`src/rtl/acc_sched.sv`:
```
// acc_sched: round-robin scheduler that shares one multiply_long engine between
// N_REQ requesters. Sequence per operation: IDLE -> GRANT -> START -> BUSY.. -> RESP.
module acc_sched #(
    parameter int unsigned N_REQ = 2,
    parameter int unsigned TO_W  = 16
) (
    input  logic                      clk,
    input  logic                      rst_n,
    input  logic [N_REQ-1:0]          req_i,
    output logic [N_REQ-1:0]          gnt_o,
    output logic [$clog2(N_REQ)-1:0]  sel_o,
    output logic [N_REQ-1:0]          done_o,
    output logic [N_REQ-1:0]          err_o,
    output logic                      eng_start_o,
    output logic                      eng_abort_o,
    input  logic                      eng_done_i,
    input  logic [TO_W-1:0]           timeout_cfg_i,
    output logic                      busy_o,
    output logic [TO_W-1:0]           cycle_cnt_o
);

    localparam int unsigned SEL_W = $clog2(N_REQ);

    typedef enum logic [2:0] {StIdle, StGrant, StStart, StBusy, StResp} state_e;

    state_e           state_q;
    logic [SEL_W-1:0] last_owner_q;
    logic [TO_W-1:0]  cnt_q;
    logic [TO_W-1:0]  cnt_inc;
    logic             to_hit;
    logic             win_vld;
    logic [SEL_W-1:0] win_idx;
    logic [SEL_W-1:0] idx;

    // Round-robin search starting just after the previous owner
    always_comb begin
        win_vld = 1'b0;
        win_idx = '0;
        idx     = '0;
        for (int k = 0; k < int'(N_REQ); k++) begin
            idx = SEL_W'((int'(last_owner_q) + 1 + k) % int'(N_REQ));
            if (!win_vld && req_i[idx]) begin
                win_vld = 1'b1;
                win_idx = idx;
            end
        end
    end

    // BUSY count including the current cycle, saturating; timeout compare on the live limit
    always_comb begin
        cnt_inc = (&cnt_q) ? cnt_q : cnt_q + 1'b1;
        to_hit  = (timeout_cfg_i != '0) && (cnt_q == timeout_cfg_i - 1'b1);
    end

    // Abort must coincide with the BUSY cycle that times out, so it is decoded from state
    assign eng_abort_o = (state_q == StBusy) && to_hit && !eng_done_i;
    assign busy_o      = (state_q != StIdle);

    // Scheduler FSM with registered grant, select, pulses and result count
    always_ff @(posedge clk or negedge rst_n) begin
        if (!rst_n) begin
            state_q      <= StIdle;
            gnt_o        <= '0;
            sel_o        <= '0;
            done_o       <= '0;
            err_o        <= '0;
            eng_start_o  <= 1'b0;
            cycle_cnt_o  <= '0;
            cnt_q        <= '0;
            last_owner_q <= SEL_W'(N_REQ - 1);
        end else begin
            eng_start_o <= 1'b0;
            done_o      <= '0;
            err_o       <= '0;
            unique case (state_q)
                StIdle: begin
                    if (win_vld) begin
                        gnt_o   <= N_REQ'(1) << win_idx;
                        sel_o   <= win_idx;
                        state_q <= StGrant;
                    end
                end
                StGrant: begin
                    eng_start_o <= 1'b1;
                    state_q     <= StStart;
                end
                StStart: begin
                    cnt_q   <= '0;
                    state_q <= StBusy;
                end
                StBusy: begin
                    cnt_q <= cnt_inc;
                    if (eng_done_i) begin
                        done_o      <= gnt_o;
                        cycle_cnt_o <= cnt_inc;
                        state_q     <= StResp;
                    end else if (to_hit) begin
                        err_o       <= gnt_o;
                        cycle_cnt_o <= cnt_inc;
                        state_q     <= StResp;
                    end
                end
                StResp: begin
                    gnt_o        <= '0;
                    last_owner_q <= sel_o;
                    state_q      <= StIdle;
                end
                default: state_q <= StIdle;
            endcase
        end
    end

endmodule

```
`config.mk`:
```
export PLATFORM = sky130hd
export DESIGN_NAME = acc_sched
export DESIGN_NICKNAME = d
export VERILOG_FILES = /design/src/rtl/acc_sched.sv
export SDC_FILE = /design/constraint.sdc
export NUM_CORES = 1
export LEC_CHECK = 0
export ABC_AREA = 1
export ABC_CLOCK_PERIOD_IN_PS = 2050
export BUFFER_PORTS_ARGS = -buffer_cell sky130_fd_sc_hd__buf_2
export CAP_MARGIN = 10
export CELL_PAD_IN_SITES_DETAIL_PLACEMENT = 1
export CELL_PAD_IN_SITES_GLOBAL_PLACEMENT = 1
export CORE_MARGIN = 2
export CORE_UTILIZATION = 37
export DETAILED_ROUTE_END_ITERATION = 7
export GPL_TIMING_DRIVEN = 0
export PLACE_DENSITY_LB_ADDON = 0.1
export RECOVER_POWER = 25
export SLEW_MARGIN = 10
export SYNTH_ARGS = -nofsm -noshare
export SYNTH_HDL_FRONTEND = slang
export SYNTH_SLANG_ARGS = --single-unit
export TNS_END_PERCENT = 30
```
`constraint.sdc`:
```
create_clock -name clk -period 2.05 [get_ports clk]
set_clock_uncertainty 0.15 [all_clocks]
set_input_delay 0.3075 -clock clk [delete_from_list [all_inputs] [get_ports clk]]
set_output_delay 0.3075 -clock clk [all_outputs]
set_load 0.005 [all_outputs]
```
==> results.tsv <==
stage	metric	value	unit
placement	dpl hpwl	6995	um
logic_synthesis	Distinct cells, synth	38	
power	leak pwr	0.002200	uW
finish	Final #Nets	548	
drt	DR pass1 iterations	4	
logic_synthesis	Syn Nets	470	
logic_synthesis	Synth Warn #	0	
timing	Least-Margin Pin Slew	1.150	ns
logic_synthesis	asr flop ratio synth	100.0	%
drt	Routed met1 length	4514	um
clock_network	Clock Pin Slew Worst Setup and Hold Paths	0.09	ns
logic_synthesis	number of synthesized flops with an enable pin	0	
worst_setup_path	kind of end point of the critical path	output pin	
finish	commonest non-fill, non-tap cells in the layout	nand2_1 (139), inv_1 (59), buf_2 (44), nand3_1 (37), dfrtp_1 (37)	
drt	number of remaining DRC errors	0	
floorplanning	row cnt	33	
global_routing	initial antenna violation count	0	
clock_network	worst-case clock buffer depth	2	
timing	final setup margin	-0.3069	ns
timing	Final setup viols	23	
finish	FF+latch area	1110	um^2
drt	wire per inst	15.19	um
drt	DR top layer	met4	
min_path	Hold Crit Class	input port to async pin	
floorplanning	Top Ports	47	
floorplanning	Die Y	95.15	um
floorplanning	effective utilization at floorplan	37.79	%
timing	Hold Fails Final Rpt	0	
clock_network	cts bufs inserted	5	
drt	post-route ant nets	0	
logic_synthesis	Seq/Total Area, Yosys	35.86	%
drt	Routed met2 length	4686	um
placement	PortBufs	46	
timing	Max Slew Vio Count	0	
logic_synthesis	Syn Inst Count	446	
clock_network	Worst-Skew Late Latency	0.30	ns
global_routing	final global-route overflow total	0	
logic_synthesis	largest area contributor in the netlist	dfrtp_1	
logic_synthesis	Cell Area, Synth	3074	um^2
power	Max VDD drop	0.5160	mV
timing	setup_tns	-3.077	ns
global_routing	first-pass GRT wire length	15570	um
power	power consumption	2936	uW
drt	met3 routed WL	315	um
clock_network	Sink Count	44	
worst_setup_path	CP Class	flop to output pin	
finish	most common cell after layout, fill and taps aside	nand2_1	
floorplanning	Core Region	8134	um^2
global_routing	total global-route track usage	22.32	%
logic_synthesis	dominant synthesized flop cell	dfrtp_1	
outcome	status	finished with violations	
worst_setup_path	critical path data required time	1.59	ns
finish	ant diodes	0	
worst_setup_path	CP arrival	1.90	ns
power	power per standard cell area	730.0	nW/um^2
finish	Area Overhead vs Synth	30.81	%
drt	Starting DRT DRC Count	115	
drt	via/cell ratio	4.935	
clock_network	CTS Root Cell	clkbuf_8	
global_routing	largest net degree at the start of global routing	45	
clock_network	H-tree depth	2	
drt	total wire length	9571	um
run	number of max-cap violations	0	
finish	share of layout cells above drive strength 1	28.95	%
finish	fill count	1071	
worst_setup_path	critical path fanouts, max	2	
clock_network	CTS tree	built	
timing	Worst slew margin	23.36	%
logic_synthesis	synthesized flop and latch total	44	
worst_setup_path	CP Launch Type	flop	
finish	Final Util	49.44	%
placement	RD Place Congestion	0.8592	
outcome	violated checks	negative setup slack	
finish	area occupied by multi-input gates	1879	um^2
logic_synthesis	share of Yosys cell area claimed by the top area cell type	35.00	%
timing	unrepaired setup endpoints after global routing	true	
global_routing	vias in the first global route	3173	
logic_synthesis	top cells by area, synth	dfrtp_1 (35%), nand2_1 (18%), inv_1 (7.9%)	
drt	via count	3109	
timing	FMAX	0.4243	GHz
clock_network	cts hold-fix bufs	0	
timing	min Tclk post-route	2.357	ns
timing	period utilisation layout	115.0	%
floorplanning	Die ar.	9054	um^2
logic_synthesis	post-synthesis area per instance	6.893	um^2
floorplanning	Die Span X	95.15	um
## what timing repair did
action	in CTS	in global routing
hold endpoints to repair	0	0
cloned	0	0
endpoints found under the setup margin	38	40
setup buffers	21	7
pin swaps	23	13
gates resized for setup	49	17
## worst max-delay path: stages, from the launching register on
cell     delay [ns]
dfrtp_1        0.42
or2_4          0.27
nand3_2        0.08
nand2_2        0.06
nor2_1         0.10
nand2_1        0.07
nor2_2         0.11
nand3_2        0.11
nor2_4         0.15
nand3_4        0.09
inv_2          0.06
buf_6          0.08
## flip-flops by register name, summed over array words and instances, names as in the netlist
name	count
sel_o	1
done_o	2
err_o	2
cycle_cnt_o	16
gnt_o	2
eng_start_o	1
cnt_q	16
last_owner_q	1
state_q	3
## cells in the mapped netlist (2+ instances only)
library cell  count
nor2_8            2
nand3b_1          2
clkbuf_1          5
dfrtp_1          43
nor2_4            3
or2_2             3
nor2_1           43
nand4_1           4
nand3_2           4
buf_6             2
nor2_2            4
o22ai_1           4
a21oi_1           7
nand3_1          41
nor3_1           11
xnor2_1           7
o21bai_1          2
nand2_1         146
xor2_1           17
nand2_4           2
o21ai_0          11
inv_1            65
ha_1              3
## where the power goes
group	internal (uW)	leakage [uW]	switching (uW)
Clock	488	0.0000654	315
Combinational	340	0.00155	672
Sequential	1010	0.000584	110
## final timing paths
check,start,end,slack (ns),cells past startpoint
max,cnt_q[3],eng_abort_o,-0.31,11
min,rst_n,cnt_q[15],0.06,1
max reg2reg,cnt_q[3],err_o[0],-0.20,14
min reg2reg,last_owner_q,last_owner_q,0.32,2
max in group asynchronous,rst_n,cnt_q[5],0.89,1
min in group clk,req_i[1],sel_o,0.19,3
## through the flow
stage / hold slack, ns / setup slack, ns / cell area [um^2] / cells
final: 0.06292 / -0.3069 / 4021 / 630
after global placement: 0.3075 / -0.5339 / 3448 / 597
after detailed placement: 0.3146 / -0.5563 / 3448 / 597
after floorplan: -0.1381 / 0.01822 / 3087 / 446
after global routing: 0.1618 / -0.4212 / 4021 / 630
after CTS: 0.06660 / -0.2768 / 3920 / 624
## layer usage
metal | track usage (%) | vias up
li1 | - | 1539
met1 | 30.14 | 1522
met2 | 38.50 | 41
met3 | 3.083 | 7
met4 | 3.865 | 0
met5 | 0 | -
## area by class of cell
type	instances	area share, %
Inverter	67	6.316
Clock buffer	6	1.805
Multi-Input combinational cell	327	46.73
Clock inverter	2	1.493
Sequential cell	44	27.60
Tap cell	105	3.267
Timing Repair Buffer	72	11.51
Buffer	7	1.276
## cell families (layout without fill, tap and decap cells)
| kind of cell | after synthesis | after routing | share of synthesized area [%] |
|---|---|---|---|
| AOI/OAI and AO/OA | 31 | 31 | 6.390 |
| xor gates and xnor gates | 25 | 25 | 7.367 |
| adders and majority gates | 3 | 3 | 1.221 |
| buffers and inverters | 75 | 154 | 9.686 |
| DFF | 44 | 44 | 35.86 |
| and+or+nand+nor | 268 | 268 | 39.48 |
No activity file was read; power rests on OpenSTA's default activity.
